--- src/rtl/sum_uart_pkg.sv ---
// Shared types and constants for the sum_uart_tx UART transmitter.
package sum_uart_pkg;

    localparam int DATA_W         = 8;
    localparam int FRAME_BITS_8N1 = 10;
    localparam int FRAME_BITS_8E1 = 11;

    typedef enum logic [2:0] {
        IDLE   = 3'd0,
        START  = 3'd1,
        DATA   = 3'd2,
        PARITY = 3'd3,
        STOP   = 3'd4
    } uart_state_e;

endpackage

--- src/rtl/sum_uart_baud_cnt.sv ---
// Bit-period counter: runs 0..CLKS_PER_BIT-1 while enabled, bit_tick marks the last cycle.
module sum_uart_baud_cnt #(
    parameter int CLKS_PER_BIT = 16,
    parameter int CNT_W        = 8
) (
    input  logic clk,
    input  logic rst_n,
    input  logic clr,
    input  logic en,
    output logic bit_tick
);

    logic [CNT_W-1:0] r_cnt;

    assign bit_tick = (r_cnt == CNT_W'(CLKS_PER_BIT - 1));

    // NOTE: sequential state uses non-blocking (<=) so every flop samples pre-edge values.
    always_ff @(posedge clk or negedge rst_n) begin
        if (!rst_n) begin
            r_cnt <= '0;
        end else if (clr) begin
            r_cnt <= '0;
        end else if (en) begin
            r_cnt <= bit_tick ? '0 : r_cnt + 1'b1;
        end
    end

endmodule

--- src/rtl/sum_uart_tx.sv ---
// Byte-to-UART serialiser with a 1-entry holding register (8N1, LSB first).
// Define SUM_UART_TX_PARITY_EN to insert an even-parity bit (8E1).
module sum_uart_tx
    import sum_uart_pkg::*;
#(
    parameter int CLKS_PER_BIT = 16,
    parameter int CNT_W        = 8
) (
    input  logic              clk,
    input  logic              rst_n,
    input  logic [DATA_W-1:0] in_data,
    input  logic              in_valid,
    output logic              in_ready,
    output logic              tx,
    output logic              busy
);

    uart_state_e       r_state, w_state_next;
    logic [DATA_W-1:0] r_hold_data;
    logic              r_hold_valid;
    logic [DATA_W-1:0] r_shift, w_shift_next;
    logic [2:0]        r_bit_idx, w_bit_idx_next;
    logic              r_tx, w_tx_next;
    logic              w_load;
    logic              w_accept;
    logic              w_bit_tick;
`ifdef SUM_UART_TX_PARITY_EN
    logic              r_parity;
`endif

    assign w_accept = in_valid && !r_hold_valid;
    assign in_ready = !r_hold_valid;
    assign tx       = r_tx;
    assign busy     = (r_state != IDLE) || r_hold_valid;

    sum_uart_baud_cnt #(
        .CLKS_PER_BIT (CLKS_PER_BIT),
        .CNT_W        (CNT_W)
    ) u_baud_cnt (
        .clk      (clk),
        .rst_n    (rst_n),
        .clr      (w_load),
        .en       (r_state != IDLE),
        .bit_tick (w_bit_tick)
    );

    // NOTE: every signal gets a default first so no path through the case infers a latch.
    always_comb begin
        w_state_next   = r_state;
        w_shift_next   = r_shift;
        w_bit_idx_next = r_bit_idx;
        w_load         = 1'b0;

        case (r_state)
            IDLE: begin
                if (r_hold_valid) begin
                    w_load       = 1'b1;
                    w_state_next = START;
                end
            end
            START: begin
                if (w_bit_tick) w_state_next = DATA;
            end
            DATA: begin
                if (w_bit_tick) begin
                    if (r_bit_idx == 3'd7) begin
`ifdef SUM_UART_TX_PARITY_EN
                        w_state_next = PARITY;
`else
                        w_state_next = STOP;
`endif
                    end else begin
                        w_shift_next   = r_shift >> 1;
                        w_bit_idx_next = r_bit_idx + 3'd1;
                    end
                end
            end
`ifdef SUM_UART_TX_PARITY_EN
            PARITY: begin
                if (w_bit_tick) w_state_next = STOP;
            end
`endif
            STOP: begin
                // A queued byte chains straight into the next start bit.
                if (w_bit_tick) begin
                    if (r_hold_valid) begin
                        w_load       = 1'b1;
                        w_state_next = START;
                    end else begin
                        w_state_next = IDLE;
                    end
                end
            end
            default: w_state_next = IDLE;
        endcase

        if (w_load) begin
            w_shift_next   = r_hold_data;
            w_bit_idx_next = 3'd0;
        end

        // tx is driven from the next state so the line is a clean flop output.
        case (w_state_next)
            START:   w_tx_next = 1'b0;
            DATA:    w_tx_next = w_shift_next[0];
`ifdef SUM_UART_TX_PARITY_EN
            PARITY:  w_tx_next = r_parity;
`endif
            default: w_tx_next = 1'b1;
        endcase
    end

    always_ff @(posedge clk or negedge rst_n) begin
        if (!rst_n) begin
            r_state   <= IDLE;
            r_shift   <= '0;
            r_bit_idx <= '0;
            r_tx      <= 1'b1;
        end else begin
            r_state   <= w_state_next;
            r_shift   <= w_shift_next;
            r_bit_idx <= w_bit_idx_next;
            r_tx      <= w_tx_next;
        end
    end

    always_ff @(posedge clk or negedge rst_n) begin
        if (!rst_n) begin
            r_hold_data  <= '0;
            r_hold_valid <= 1'b0;
        end else begin
            if (w_accept) begin
                r_hold_data  <= in_data;
                r_hold_valid <= 1'b1;
            end else if (w_load) begin
                r_hold_valid <= 1'b0;
            end
        end
    end

`ifdef SUM_UART_TX_PARITY_EN
    always_ff @(posedge clk or negedge rst_n) begin
        if (!rst_n) begin
            r_parity <= 1'b0;
        end else if (w_load) begin
            r_parity <= ^r_hold_data;
        end
    end
`endif

endmodule

--- config.mk ---
export PLATFORM = sky130hd
export DESIGN_NAME = sum_uart_tx
export DESIGN_NICKNAME = d
export VERILOG_FILES = /design/src/rtl/sum_uart_pkg.sv /design/src/rtl/sum_uart_baud_cnt.sv /design/src/rtl/sum_uart_tx.sv
export SDC_FILE = /design/constraint.sdc
export NUM_CORES = 1
export LEC_CHECK = 0
export CORE_UTILIZATION = 50
export CTS_CLUSTER_SIZE = 8
export DETAILED_ROUTE_END_ITERATION = 12
export HOLD_SLACK_MARGIN = 0.12
export PLACE_DENSITY = 0.71
export SYNTH_ARGS = -nofsm -noshare
export SYNTH_HDL_FRONTEND = slang
export SYNTH_SLANG_ARGS = --single-unit
--- constraint.sdc ---
create_clock -name clk -period 2.6 [get_ports clk]
set_input_delay 0.52 -clock clk [delete_from_list [all_inputs] [get_ports clk]]
set_output_delay 0.52 -clock clk [all_outputs]
set_load 0.1 [all_outputs]
==> flow_metrics.py <==
metrics = {
    "synthesis": {
        "avgSynthCellArea_um2": 11.3,
        "synth_top_cell_area_share": 0.498,
        "yosysWarnings": 0,
        "ys_types": 43,
        "synth_top_area_cell": "dfrtp_1",
        "netlist_top_cells_count": "dfrtp_1 (31), nor2_1 (16), nand2_1 (13)",
        "ys.flop_type": "dfrtp_1",
        "async_flop_share": 1.00,
        "ys_seq_area_frac": 0.515,
        "netlist_instances": 138,
        "synth_most_common_cell": "dfrtp_1",
        "synth_nets": 152,
        "netlist_area_um2": 1560,
        "ys_ff_latch": 32,
        "synth_edf_count": 0,
        "synth_area_leaders": "dfrtp_1 (50%), mux2_2 (6.5%), nor2_1 (3.9%)",
    },
    "clock_network": {
        "ctsHtreeMaxLevel": 2,
        "hold_buffers": 0,
        "cts.reportedPaths.clkPinSlew_ps": 90,
        "cts_buffers": 5,
        "cts_resized": 0,
        "numClockSinks": 32,
        "clockRootBuffer": "clkbuf_4",
        "cts.path.max_buffers": 2,
        "cts_setup_buffers": 0,
        "insertion_delay_ps": 330,
        "tritoncts": "built",
    },
    "floorplanning": {
        "die_x_um": 57.8,
        "chipHeight_um": 57.8,
        "rows": 19,
        "ios": 14,
        "initial_core_util": 0.546,
        "die_area_um2": 3340,
        "core-area_um2": 2850,
    },
    "global_routing": {
        "gr-total-overflow": 0,
        "antenna_found_initial": 0,
        "grt_pass1_wl_mm": 4.86,
        "track_usage": 0.197,
        "grt_pass1_vias": 1016,
        "grt_max_degree": 33,
    },
    "drt": {
        "wl_mm": 2.71,
        "vias": 1065,
        "ant_nets": 0,
        "wl_met2_mm": 1.22,
        "wl_per_cell_um": 14.6,
        "met3_length_um": 87,
        "first_iter_violations": 31,
        "first_pass_iters": 4,
        "wl_met1_mm": 1.35,
        "highest_layer": "met4",
        "drc": 0,
        "viasPerCell": 5.73,
    },
    "run_status": {
        "status": "complete, no violations",
    },
    "timing": {
        "hold_viol_final": 0,
        "fin_hold_ws_ps": 521,
        "maxSlewViolCount": 0,
        "tns_ps": 0,
        "finalWorstSetupSlack_ps": 284,
        "worst-slew-pin-transition_ps": 556,
        "setup_viol": 0,
        "fin_skew_ps": 4.47,
        "period_needed_ps": 2320,
        "relSlewSlack": 0.626,
        "fmax_ghz": 0.432,
        "fin_crit_sh": 0.891,
        "rsz0062_at_grt": "no",
    },
    "placed_design": {
        "dp_slack_ps": 285,
        "dpl.hpwl_mm": 2.00,
        "numPortBuffers": 13,
        "dpl.cell_count": 179,
        "place_congestion": 0.944,
        "place_area_um2": 1700,
    },
    "critical_path": {
        "crit_fanout": 12,
        "start_kind": "flip-flop",
        "cp.arrival_ps": 2540,
        "crit_path_end_kind": "flip-flop",
        "worstPathRequired_ps": 2820,
        "worst-setup-path-type": "flip-flop to flip-flop",
    },
    "worst_hold_path": {
        "hold_path_class": "flip-flop to flip-flop",
    },
    "pwr": {
        "p_leak_nw": 0.780,
        "p_total_mw": 1.71,
        "power_density_nw_per_um2": 970,
        "vdd_drop_max_mv": 0.532,
    },
    "layout": {
        "final_cells": 186,
        "drive_above_1_share": 0.258,
        "n_antenna_cell": 0,
        "final_core_util": 0.619,
        "synthToLayoutAreaGrowth_pct": 13.4,
        "design_area_um2": 1770,
        "final_nets": 169,
    },
    "flow_run": {
        "drv_cap": 0,
    },
}
registers in the layout, summed over array words and instances (netlist names):
name              flops
r_hold_data           8
r_shift               8
u_baud_cnt.r_cnt      8
r_bit_idx             3
r_state               3
r_hold_valid          1
tx                    1
per-layer routing:
| layer | track usage | vias to the layer above |
|---|---|---|
| li1 | - | 527 |
| met1 | 0.284 | 515 |
| met2 | 0.276 | 16 |
| met3 | 0.0469 | 7 |
| met4 | 0.102 | 0 |
| met5 | 0 | - |
power breakdown:
part           switching, mW  internal (mW)
Sequential             0.142          0.682
Combinational          0.304          0.272
Clock                  0.160          0.153
Total                  0.606           1.11
area by class of cell:
| class | instances | area (um^2) |
|---|---|---|
| Inverter | 4 | 15.0 |
| Tap cell | 31 | 38.8 |
| Timing Repair Buffer | 14 | 130 |
| Multi-Input combinational cell | 98 | 714 |
| Sequential cell | 32 | 802 |
| Fill cell | 247 | 1090 |
| Clock buffer | 7 | 65.1 |
kinds of logic after synthesis:
group / after synthesis / share of synthesized area
xor gates and xnor gates: 7 / 0.0394
AOI/OAI and AO/OA: 21 / 0.105
muxes: 14 / 0.104
buffers and inverters: 8 / 0.0257
adders and majority gates: 3 / 0.0241
and+or+nand+nor: 53 / 0.187
DFF: 32 / 0.515
final timing paths:
kind	startpoint	slack (ps)	endpoint	cells after the start
worst min register to register	r_hold_data[7]	520	r_shift[7]	2
max in group asynchronous	rst_n	1710	tx	2
worst max-delay path	r_bit_idx[0]	280	r_shift[0]	6
worst min-delay path	r_hold_data[7]	520	r_shift[7]	2
worst max register to register	r_bit_idx[0]	280	r_shift[0]	6
min in group asynchronous	rst_n	570	u_baud_cnt.r_cnt[3]	2
critical path, stage by stage (launching register included):
cell	delay, ps
dfrtp_1	400
ha_1	200
ha_1	260
nor4b_2	270
nand3_1	400
mux2_2	410
mux2_4	250
layout by cell type (no fill, tap or decap), drive strengths merged, types with 2 or more instances in the layout:
cell type | synthesis | final
a21oi | 2 | 2
buf | 2 | 4
clkbuf | 2 | 7
clkdlybuf4s50 | 0 | 10
dfrtp | 31 | 31
ha | 3 | 3
inv | 4 | 4
mux2 | 11 | 11
mux2i | 3 | 3
nand2 | 13 | 13
nand3 | 4 | 4
nor2 | 16 | 16
nor3 | 2 | 2
nor4 | 3 | 3
o21ai | 7 | 7
o221a | 5 | 5
or2 | 6 | 6
xnor2 | 4 | 4
xor2 | 3 | 3
No activity file was read; power rests on OpenSTA's default activity.
